===== config.mk =====
export PLATFORM = sky130hd
export DESIGN_NAME = mdu
export DESIGN_NICKNAME = d
export VERILOG_FILES = /design/src/rtl/mdu_pkg.sv /design/src/rtl/mdu_cond_neg.sv /design/src/rtl/mdu.sv
export SDC_FILE = /design/constraint.sdc
export NUM_CORES = 1
export LEC_CHECK = 0
export CAP_MARGIN = 10
export CORE_MARGIN = 2
export CORE_UTILIZATION = 55
export DETAILED_ROUTE_END_ITERATION = 12
export DONT_BUFFER_PORTS = 1
export GPL_ROUTABILITY_DRIVEN = 0
export GPL_TIMING_DRIVEN = 0
export PLACE_DENSITY = 0.7
export SLEW_MARGIN = 20
export SYNTH_ARGS = -nofsm -noshare
export SYNTH_HDL_FRONTEND = slang
export SYNTH_SLANG_ARGS = --single-unit

===== constraint.sdc =====
create_clock -name clk -period 3.8 [get_ports clk]
set_clock_uncertainty 0.05 [all_clocks]
set_input_delay 0.38 -clock clk [delete_from_list [all_inputs] [get_ports clk]]
set_output_delay 0.38 -clock clk [all_outputs]
set_load 0.005 [all_outputs]

===== src/rtl/mdu_pkg.sv =====
// Shared encodings and sizing helpers for the iterative multiply/divide unit.
package mdu_pkg;

  localparam int MDU_N = 32;

  typedef enum logic [1:0] {
    MD_MULTU = 2'b00,
    MD_MULT  = 2'b01,
    MD_DIVU  = 2'b10,
    MD_DIV   = 2'b11
  } mdop_e;

  typedef enum logic [1:0] {
    IDLE = 2'b00,
    CALC = 2'b01,
    SIGN = 2'b10
  } state_e;

  // The counter must hold the value n itself, hence the extra bit.
  function automatic int cnt_width(input int n);
    return $clog2(n) + 1;
  endfunction

  localparam int MDU_CNT_W = cnt_width(MDU_N);

  function automatic logic op_is_signed(input logic [1:0] op);
    return op[0];
  endfunction

  function automatic logic op_is_div(input logic [1:0] op);
    return op[1];
  endfunction

endpackage


===== src/rtl/mdu_cond_neg.sv =====
// Conditional two's-complement negation: y = neg ? -x : x.
module cond_neg #(
  parameter int W = 32
) (
  input  logic         neg,
  input  logic [W-1:0] x,
  output logic [W-1:0] y
);

  assign y = neg ? (~x + {{(W-1){1'b0}}, 1'b1}) : x;

endmodule


===== src/rtl/mdu.sv =====
// Iterative MULT/MULTU/DIV/DIVU unit: one bit per cycle on magnitudes,
// sign fix-up in a final cycle, results held in HI/LO until the next completion.
module mdu
  import mdu_pkg::*;
#(
  parameter int N = MDU_N
) (
  input  logic         clk,
  input  logic         rst_n,
  input  logic         start,
  input  logic [1:0]   mdop,
  input  logic [N-1:0] a,
  input  logic [N-1:0] b,
  output logic         busy,
  output logic         done,
  output logic [N-1:0] hi,
  output logic [N-1:0] lo,
  output logic         divz
);

  localparam int CW = cnt_width(N);

  state_e         state_q;
  mdop_e          op_q;
  logic [CW-1:0]  cnt_q;
  logic [N-1:0]   wh_q;
  logic [N-1:0]   wl_q;
  logic [N-1:0]   wb_q;
  logic           neg_q_q;
  logic           neg_r_q;
  logic           zero_q;
  logic           busy_q;
  logic           done_q;
  logic           divz_q;
  logic [N-1:0]   hi_q;
  logic [N-1:0]   lo_q;

  logic           a_neg_s;
  logic           b_neg_s;
  logic [N-1:0]   a_mag_s;
  logic [N-1:0]   b_mag_s;
  logic [N:0]     add_s;
  logic [N:0]     mul_s;
  logic [N:0]     shl_s;
  logic [N:0]     trial_s;
  logic [N-1:0]   wh_d;
  logic [N-1:0]   wl_d;
  logic [2*N-1:0] prod_fix_s;
  logic [N-1:0]   quo_fix_s;
  logic [N-1:0]   rem_fix_s;

  assign a_neg_s = op_is_signed(mdop) & a[N-1];
  assign b_neg_s = op_is_signed(mdop) & b[N-1];

  cond_neg #(.W(N)) u_abs_a (.neg(a_neg_s), .x(a), .y(a_mag_s));
  cond_neg #(.W(N)) u_abs_b (.neg(b_neg_s), .x(b), .y(b_mag_s));

  cond_neg #(.W(2*N)) u_neg_prod (.neg(neg_q_q), .x({wh_q, wl_q}), .y(prod_fix_s));
  cond_neg #(.W(N))   u_neg_quo  (.neg(neg_q_q), .x(wl_q),         .y(quo_fix_s));
  cond_neg #(.W(N))   u_neg_rem  (.neg(neg_r_q), .x(wh_q),         .y(rem_fix_s));

  // One shift-add (multiply) or restoring-subtract (divide) step.
  always_comb begin
    add_s   = {1'b0, wh_q} + {1'b0, wb_q};
    mul_s   = wl_q[0] ? add_s : {1'b0, wh_q};
    shl_s   = {wh_q, wl_q[N-1]};
    trial_s = shl_s - {1'b0, wb_q};
    wh_d    = wh_q;
    wl_d    = wl_q;
    if (op_is_div(op_q)) begin
      // Borrow out of the trial subtraction means the divisor did not fit.
      wh_d = trial_s[N] ? shl_s[N-1:0] : trial_s[N-1:0];
      wl_d = {wl_q[N-2:0], ~trial_s[N]};
    end else begin
      wh_d = mul_s[N:1];
      wl_d = {mul_s[0], wl_q[N-1:1]};
    end
  end

  // Control FSM, working registers and registered result outputs.
  always_ff @(posedge clk or negedge rst_n) begin
    if (!rst_n) begin
      state_q <= IDLE;
      op_q    <= MD_MULTU;
      cnt_q   <= {CW{1'b0}};
      wh_q    <= {N{1'b0}};
      wl_q    <= {N{1'b0}};
      wb_q    <= {N{1'b0}};
      neg_q_q <= 1'b0;
      neg_r_q <= 1'b0;
      zero_q  <= 1'b0;
      busy_q  <= 1'b0;
      done_q  <= 1'b0;
      divz_q  <= 1'b0;
      hi_q    <= {N{1'b0}};
      lo_q    <= {N{1'b0}};
    end else begin
      done_q <= 1'b0;
      case (state_q)
        IDLE: begin
          if (start) begin
            op_q    <= mdop_e'(mdop);
            cnt_q   <= CW'(N);
            wh_q    <= {N{1'b0}};
            wl_q    <= a_mag_s;
            wb_q    <= b_mag_s;
            neg_q_q <= a_neg_s ^ b_neg_s;
            neg_r_q <= a_neg_s;
            zero_q  <= (b == {N{1'b0}});
            divz_q  <= 1'b0;
            busy_q  <= 1'b1;
            state_q <= CALC;
          end
        end
        CALC: begin
          wh_q  <= wh_d;
          wl_q  <= wl_d;
          cnt_q <= cnt_q - CW'(1);
          if (cnt_q == CW'(1)) begin
            state_q <= SIGN;
          end
        end
        SIGN: begin
          if (op_is_div(op_q)) begin
            // Zero divisor: remainder path already yields a, quotient forced to all ones.
            hi_q   <= rem_fix_s;
            lo_q   <= zero_q ? {N{1'b1}} : quo_fix_s;
            divz_q <= zero_q;
          end else begin
            hi_q <= prod_fix_s[2*N-1:N];
            lo_q <= prod_fix_s[N-1:0];
          end
          done_q  <= 1'b1;
          busy_q  <= 1'b0;
          state_q <= IDLE;
        end
        default: begin
          busy_q  <= 1'b0;
          state_q <= IDLE;
        end
      endcase
    end
  end

  assign busy = busy_q;
  assign done = done_q;
  assign hi   = hi_q;
  assign lo   = lo_q;
  assign divz = divz_q;

endmodule


; Word-level counts from Yosys, hierarchy flattened
; Cells that the tools add are included.
[word_totals]
ff_bits = 176
input_bits = 69
out_inout_bits = 67
word_cells = 74
[classes]
n_addsub = 8
n_eq_ne = 6
mux = 27
n_bitwise = 10
reduce_logical = 9
[op_table]
columns = cell, n
row1 = $mux 32, 12
row2 = $add 32x1->32 const B, 4
row3 = $not 32->32, 4
row4 = $pmux 32 s2, 2
row5 = $add 64x1->64 const B, 1
row6 = $mux 64, 1
row7 = $not 64->64, 1
row8 = $add 32x32->33, 1
row9 = $mux 33, 1
row10 = $sub 33x32->33, 1
row11 = $logic_not 32->1, 1
row12 = $pmux 6 s2, 1
row13 = $reduce_and 2->1, 4
row14 = $eq 6x1->1 const B, 1
row15 = $mux 6, 1
row16 = $ne 2x2->1 const B, 3
row17 = $sub 6x1->6 const B, 1
row18 = $mux 1, 4
row19 = $mux 2, 2
row20 = $pmux 1 s2, 2
row21 = $pmux 2 s2, 1
row22 = $reduce_bool 2->1, 2
row23 = $reduce_and 3->1, 1
row24 = $and 1x1->1, 2
row25 = 5 further kinds, 6

; Logic depth before layout (Yosys ltp)
; Gate-level depths: netlist of the first run.
[logic_depth]
word_depth = 5
ltp_mapped = 14
ltp_nobuf = 13

; By module
; A second synthesis of the first run with hierarchy kept.
[hier_totals]
hier_cells = 2065
hier_area_um2 = 16972.5
[by_module_without_submodules]
columns = mod, n_inst, cells_per_inst, area_each_um2, seq_area_each_um2
row1 = mdu, 1, 1463, 12215.5, 4379.2
row2 = cond_neg (u_abs_a ...), 4, 99, 777.0, 0.0
row3 = cond_neg (u_neg_prod), 1, 206, 1649.1, 0.0

; Worst setup path after synthesis of the first run
; Ideal clock, no wire load.
[synth_path]
path_type = register to register
start = reg wl_q[31]
end = reg wh_q[30]
setup_ps = 122
arrival_ps = 3281
t_required_ps = 3628
path_slack_ps = 348
path_stages_with_launch = 15
n_path_buf = 1
period_less_slack_ps = 3452
cell_sequence = dfrtp_1 inv_1 ha_1 fa_1 nor2b_1 o31ai_1 a2111oi_1 nor2_1 nor4_1 o21a_1 nor3_1 nor2_2 buf_4 nand3_1 a32o_1
[synth_between]
elab_chain_len = 4
[synth_rtl]
columns = element, line_no
row1 = start: declaration, mdu.sv:27  ; logic [N-1:0] wl_q;
row2 = start signal: assignment, mdu.sv:87  ; wl_q <= {N{1'b0}};
row3 = start signal: assignment, mdu.sv:105  ; wl_q <= a_mag_s;
row4 = start signal: assignment, mdu.sv:117  ; wl_q <= wl_d;
row5 = $sub 33x32->33, mdu.sv:67  ; trial_s = shl_s - {1'b0, wb_q};
row6 = $mux 32, mdu.sv:72  ; wh_d = trial_s[N] ? shl_s[N-1:0] : trial_s[N-1:0];
row7 = $mux 32, mdu.sv:70  ; if (op_is_div(op_q)) begin
row8 = $pmux 32 s2, mdu.sv:99  ; case (state_q)
row9 = end signal: assignment, mdu.sv:86  ; wh_q <= {N{1'b0}};
row10 = end signal: assignment, mdu.sv:104  ; wh_q <= {N{1'b0}};
row11 = end signal: assignment, mdu.sv:116  ; wh_q <= wh_d;
row12 = end: declaration, mdu.sv:26  ; logic [N-1:0] wh_q;
; Every way passes these cells.
; A chain may end at the register's enable or synchronous reset.

; Worst setup path after layout of the first run
[layout_path]
start = reg wl_q[31]
end = reg wh_q[26]
; Same word-level chain as after synthesis.

==> results of run 1 <==
area by class of cell:
type,instances,area [sq um]
buffer,99,405.4
clock buffer,18,439.2
clock inverter,14,168.9
fill,2343,9861
inverter,65,244.0
multi-input combinational,1427,9115
sequential,175,4390
tap,330,412.9
timing repair buffer,9,72.57
registers in the layout, summed over array words and instances (netlist names), 2 cells and up:
| signal | cells |
|---|---|
| hi | 32 |
| wb_q | 32 |
| lo | 32 |
| cnt_q | 6 |
| wh_q | 32 |
| wl_q | 32 |
| state_q | 2 |
logic make-up (layout without fill, tap and decap cells):
kind of cell             count (synthesis)  count (layout)  share of synthesized area [%]
adder cells (fa/ha/maj)                 72              72                          6.544
flip-flops                             175             175                          31.29
multiplexers                            66              66                          4.729
AO/OA/AOI/OAI                          546             546                          23.39
buffers and inverters                  164             205                          4.613
XOR/XNOR                               165             165                          10.33
AND/OR/NAND/NOR                        578             578                          19.11
per-stage QoR:
stage                     util [%]  hold WS [ps]
final                        60.73        -435.3
after global routing         60.73        -454.8
after CTS                    60.44        -439.6
after detailed placement     57.41         39.49
after global placement       57.38         40.96
after floorplan                  -         34.41
worst paths after layout:
kind	to	slack, ps	cells past startpoint
setup reg to reg	wh_q[26]$_DFFE_PN0P_	100	14
setup / recovery	wh_q[26]$_DFFE_PN0P_	100	14
min in group clk	wl_q[31]$_DFFE_PN0P_	20	2
hold / removal	hi[9]$_DFFE_PN0P_	-440	0
max in group asynchronous	wh_q[13]$_DFFE_PN0P_	3800	0
hold reg to reg	cnt_q[5]$_DFFE_PN0P_	430	1
report_power, final:
part	total (W)	internal, W	switching [W]	leakage [nW]
clock	0.00183	0.000910	0.000921	0.293
combinational	0.0114	0.00454	0.00686	3.91
sequential	0.00394	0.00271	0.00124	2.23
worst max-delay path: cells and delay by family, from the launching register on:
kind	cells	cell delay [ps]
compound gates	5	1160
fa+ha+maj	2	640
buf+inv	2	310
flops	1	420
simple gates	5	980
per-layer routing:
layer  up-vias  part of all wire [%]  global-route usage (%)
met2       650                    42                   48.58
met1      6361                    44                   47.37
met3        87                    11                   7.491
met4         0                   2.4                   9.290
met5         -                     0                       0
li1       6363                     -                       -
layout by cell type (no fill, tap or decap), types with 16 or more instances in the layout:
cell type / netlist / final
nand2_1: 242 / 242
o21ai_0: 197 / 196
dfrtp_1: 175 / 166
a21oi_1: 144 / 143
nor2_1: 139 / 138
clkbuf_1: 88 / 87
xor2_1: 87 / 87
xnor2_1: 78 / 78
ha_1: 70 / 67
mux2i_1: 65 / 65
inv_1: 63 / 63
nor3_1: 39 / 38
o31ai_1: 27 / 26
o21ai_1: 23 / 23
a21o_1: 23 / 23
nand3_1: 21 / 21
nor4_1: 20 / 18
a31oi_1: 19 / 18
clkbuf_16: 0 / 17
o221ai_1: 16 / 16
timing repair:
| action | 4_1_cts | 5_1_grt |
|---|---|---|
| buffers inserted | 6 | 1 |
| gates resized for setup | 20 | 19 |
| endpoints found under the hold margin | 177 | 175 |
| setup endpoints to repair | 35 | 33 |
| pin swaps | 6 | 3 |
==> flow_metrics.py, run 1 <==
metrics = {
    "run_status": {
        "run_status": "finished with violations",
        "violations": "negative hold slack",
    },
    "logic_synthesis": {
        "syn_inst": 1766,
        "synth_top_area_share_pct": 31.29,
        "synth_nets": 1907,
        "ys_seq_area_share_pct": 31.29,
        "yosysMostFrequentCell": "nand2_1",
        "ys.flop_type": "dfrtp_1",
        "synth-edff-count": 0,
        "ys_types": 75,
        "synth-seq-cells": 175,
        "syn_avg_cell_area_sq_um": 7.925,
        "synthArstFlopShare_pct": 100.0,
        "syn_area_sq_um": 14000,
        "yosysWarnings": 0,
        "synthTopCellsByCount": "nand2_1 (242), o21ai_0 (197), dfrtp_1 (175)",
        "yosys.area.top_type": "dfrtp_1",
        "yosys-top-cells-area": "dfrtp_1 (31%), o21ai_0 (7.0%), nand2_1 (6.5%)",
    },
    "drt": {
        "drtIter0Drc": 1470,
        "drt_first_pass_iters": 6,
        "ant_nets": 0,
        "route.vias.total": 13460,
        "drc": 0,
        "drt-total-wl_microns": 43840,
        "wl_per_cell_microns": 20.51,
        "routed_via_density": 6.299,
    },
    "placed_design": {
        "dpl.cell_count": 2096,
        "dpl.hpwl_microns": 32720,
        "placed_area_sq_um": 14420,
        "preCtsSetupSlack_ps": -896.0,
        "portBuffers": 0,
    },
    "timing": {
        "worst_pin_slew_ps": 1020,
        "relSlewSlack_pct": 31.35,
        "fin_crit_ps": 3698,
        "fmax_mhz": 270.4,
        "fin_crit_sh_pct": 97.32,
        "setup_ws_ps": 101.7,
        "fin_hold_ws_ps": -435.3,
        "final-max-slew-violation-count": 0,
        "tns_ps": 0,
        "final_hold_viol_count": 175,
        "finalSetupViolations": 0,
    },
    "cts": {
        "cts-root-buf": "clkbuf_16",
        "htreeDepth": 4,
        "cts_inserted_buffers": 17,
        "clk_path_buf_depth": 2,
        "path_clk_slew_ps": 80,
        "cts_tree": "done",
        "holdBufCountCts": 2,
        "clk_latency_ps": 450,
        "cts.sinks": 175,
    },
    "power_and_ir_drop": {
        "powerDensity_nw_per_um2": 1126,
        "vdd_drop_max_mv": 0.4214,
        "p_total_w": 0.01717,
        "p_leak_nw": 6.432,
    },
    "critical_path": {
        "critPathSlowestCell": "a2111oi_4",
        "critical_path_arrival_ps": 3970,
        "path_cells": "inv_1 -> ha_1 -> fa_1 -> nor2b_2 -> o31ai_4 -> a2111oi_4 -> nor2_4 -> nor4_4 -> o21a_2 -> nor3_4 -> or2_2 -> buf_4 -> a311oi_2 -> o31ai_1",
        "end_kind": "flip-flop",
        "critPathMaxStageDelay_ps": 450,
        "cp.required_ps": 4070,
        "path_class": "flip-flop to flip-flop",
        "critPathLaunchType": "flip-flop",
        "r2r-start": "wl_q[31]$_DFFE_PN0P_",
        "path_max_fanout": 10,
        "crit_path_start": "wl_q[31]$_DFFE_PN0P_",
    },
    "grt": {
        "track_usage_pct": 32.63,
        "grt_first_pass_wirelength_microns": 68230,
        "grt_max_degree": 176,
        "grt-ovfl-total": 0,
        "grt_pass1_vias": 12560,
        "antenna_found_initial": 0,
    },
    "floorplanning": {
        "placementRows": 58,
        "fp.dieArea_sq_um": 26740,
        "die_h_microns": 163.5,
        "coreArea_sq_um": 25110,
        "ios": 136,
        "initial_core_util_pct": 55.74,
        "fp.dieW_microns": 163.5,
    },
    "final_layout": {
        "fin_nets": 1935,
        "num_antenna_cells": 0,
        "postLayoutCellArea_sq_um": 15250,
        "area_delta_synth_final_pct": 8.949,
        "fin_cells": 2137,
        "drive_above_1_share_pct": 5.423,
    },
    "hold_path": {
        "hold_path.class": "primary input to async pin",
    },
    "run": {
        "drv_cap": 0,
    },
}
Note: power is estimated with default switching activity, not from simulation.
==> run 2: changes to the inputs <==
CORE_ASPECT_RATIO = 1.4   (was not set)
clock period = 4.2 ns   (was 3.8 ns; I/O delays follow)
==> run 2 against run 1 <==
- the run still ends with negative hold slack left
- worst hold slack better by 41 ps
- design area is 1.4% lower
- sequential power fell by 8.6%
- global-route usage rose by 0.52 points
- critical path depth stayed put
- critical endpoint unchanged
- largest cell class unchanged
- largest power group unchanged
==> flow_metrics.py, run 2 (same netlist as run 1, synthesis figures left out) <==
metrics = {
    "run_status": {
        "run_status": "finished with violations",
        "violations": "negative hold slack",
    },
    "timing": {
        "setup_ws_ps": 93.57,
        "relSlewSlack_pct": 23.88,
        "worst_pin_slew_ps": 1131,
        "tns_ps": 0,
        "fin_crit_ps": 4106,
        "final-max-slew-violation-count": 0,
        "finalSetupViolations": 0,
        "fin_crit_sh_pct": 97.77,
        "fin_hold_ws_ps": -394.1,
        "final_hold_viol_count": 175,
        "rsz0062_at_grt": "true",
        "fmax_mhz": 243.5,
    },
    "drt": {
        "drt-total-wl_microns": 44890,
        "ant_nets": 0,
        "routed_via_density": 6.391,
        "wl_per_cell_microns": 21.17,
        "drtIter0Drc": 904,
        "route.vias.total": 13550,
        "drt_first_pass_iters": 5,
        "drc": 0,
    },
    "floorplanning": {
        "die_h_microns": 192.8,
        "fp.dieArea_sq_um": 26760,
        "coreArea_sq_um": 25210,
        "initial_core_util_pct": 55.52,
        "ios": 136,
        "placementRows": 69,
        "fp.dieW_microns": 138.8,
    },
    "critical_path": {
        "critical_path_arrival_ps": 4380,
        "critPathMaxStageDelay_ps": 470,
        "path_cells": "inv_1 -> ha_1 -> fa_1 -> nor2b_1 -> o31ai_2 -> a2111oi_4 -> nor2_1 -> nor4_4 -> o21a_1 -> nor3_2 -> or2_2 -> buf_2 -> a311oi_1 -> o31ai_1",
        "critPathLaunchType": "flip-flop",
        "cp.required_ps": 4480,
        "r2r_setup_slack_ps": 90,
        "r2r-start": "wl_q[31]$_DFFE_PN0P_",
        "path_class": "flip-flop to flip-flop",
        "critPathSlowestCell": "dfrtp_2",
        "crit_path_start": "wl_q[31]$_DFFE_PN0P_",
        "end_kind": "flip-flop",
        "path_max_fanout": 10,
        "crit_family": "compound AO/OA/AOI/OAI gates",
        "path_buf_inv": 2,
    },
    "cts": {
        "cts.sinks": 175,
        "clk_path_buf_depth": 2,
        "htreeDepth": 4,
        "cts_tree": "done",
        "clk_latency_ps": 460,
        "cts_inserted_buffers": 17,
        "path_clk_slew_ps": 70,
        "cts-root-buf": "clkbuf_16",
    },
    "final_layout": {
        "drive_above_1_share_pct": 3.887,
        "layout_common_cells": "nand2_1 (242), o21ai_0 (197), dfrtp_1 (174), a21oi_1 (144), nor2_1 (139)",
        "regArea_sq_um": 4380,
        "final_common_cell": "nand2_1",
        "multi_input_area_sq_um": 9025,
        "fin_nets": 1929,
        "area_delta_synth_final_pct": 7.411,
        "final_util_pct": 59.63,
        "nFillCells": 2387,
        "num_antenna_cells": 0,
    },
    "grt": {
        "track_usage_pct": 33.15,
        "grt_max_degree": 176,
        "antenna_found_initial": 0,
        "grt-ovfl-total": 0,
        "grt_pass1_vias": 13240,
        "grt_first_pass_wirelength_microns": 69600,
    },
    "power_and_ir_drop": {
        "vdd_drop_max_mv": 0.5471,
        "p_total_w": 0.01513,
        "powerDensity_nw_per_um2": 1007,
        "p_leak_nw": 6.383,
    },
    "run": {
        "drv_cap": 0,
    },
    "placed_design": {
        "preCtsSetupSlack_ps": -777.0,
        "dpl.hpwl_microns": 34570,
        "portBuffers": 0,
    },
    "hold_path": {
        "hold_path.class": "primary input to async pin",
    },
}
## run 2: cell types whose count changed in the layout (fill, tap and decap cells not counted), sizes merged
cell         delta
buf             -4
clkinvlp        -1
clkinv          +4
dlygate4sd3     -2
inv             -3
## run 2: final timing paths
path	to	depth (start not counted)
max	wh_q[26]$_DFFE_PN0P_	14
min	hi[5]$_DFFE_PN0P_	0
max reg2reg	wh_q[26]$_DFFE_PN0P_	14
min reg2reg	cnt_q[5]$_DFFE_PN0P_	1
max in group asynchronous	wl_q[31]$_DFFE_PN0P_	0
min in group clk	zero_q$_DFFE_PN0P_	1
## run 2: repair_timing
item / CTS / global route
gates resized for setup: 5 / 3
cloned: 0 / 0
setup buffers: 2 / 1
endpoints found under the setup margin: 32 / 28
hold endpoints to repair: 175 / 175
pin swaps: 1 / 1
## run 2: layout make-up
cell class / count / share of cell area, %
plain buffers: 99 / 2.672
clock buffers: 18 / 2.855
clock inverters: 14 / 0.8739
inverters: 65 / 1.623
multi-input cells: 1427 / 60.03
flip-flops and latches: 175 / 29.14
well taps: 319 / 2.655
repair buffers: 3 / 0.1498
## run 2: per-stage QoR
step	instances	area (sq um)	hold WS (ps)
after floorplan	1766	14000	74.41
after global placement	2085	14400	79.60
after detailed placement	2085	14400	78.64
after CTS	2119	15010	-407.8
after global routing	2120	15030	-407.7
final	2120	15030	-394.1
## run 2: metal layers
| metal | up-vias | global-route usage [%] | part of all wire (%) |
|---|---|---|---|
| li1 | 6344 | - | - |
| met1 | 6443 | 35.47 | 37 |
| met2 | 562 | 56.93 | 49 |
| met3 | 199 | 4.764 | 5.0 |
| met4 | 0 | 29.95 | 9.9 |
| met5 | - | 0 | 0 |
## run 2: report_power, final
part           internal [W]  total, W  switching, W
Clock              0.000779   0.00155      0.000771
Sequential          0.00244   0.00360       0.00116
Combinational       0.00399   0.00998       0.00599
Total               0.00721    0.0151       0.00793
## run 2: worst reg2reg max path: stages, from the launching register on
cell       delay (ps)
dfrtp_2           470
inv_1             120
ha_1              220
fa_1              390
nor2b_1           230
o31ai_2           160
a2111oi_4         450
nor2_1            220
nor4_4            280
o21a_1            210
nor3_2            100
or2_2             340
buf_2             230
a311oi_1          390
o31ai_1           120
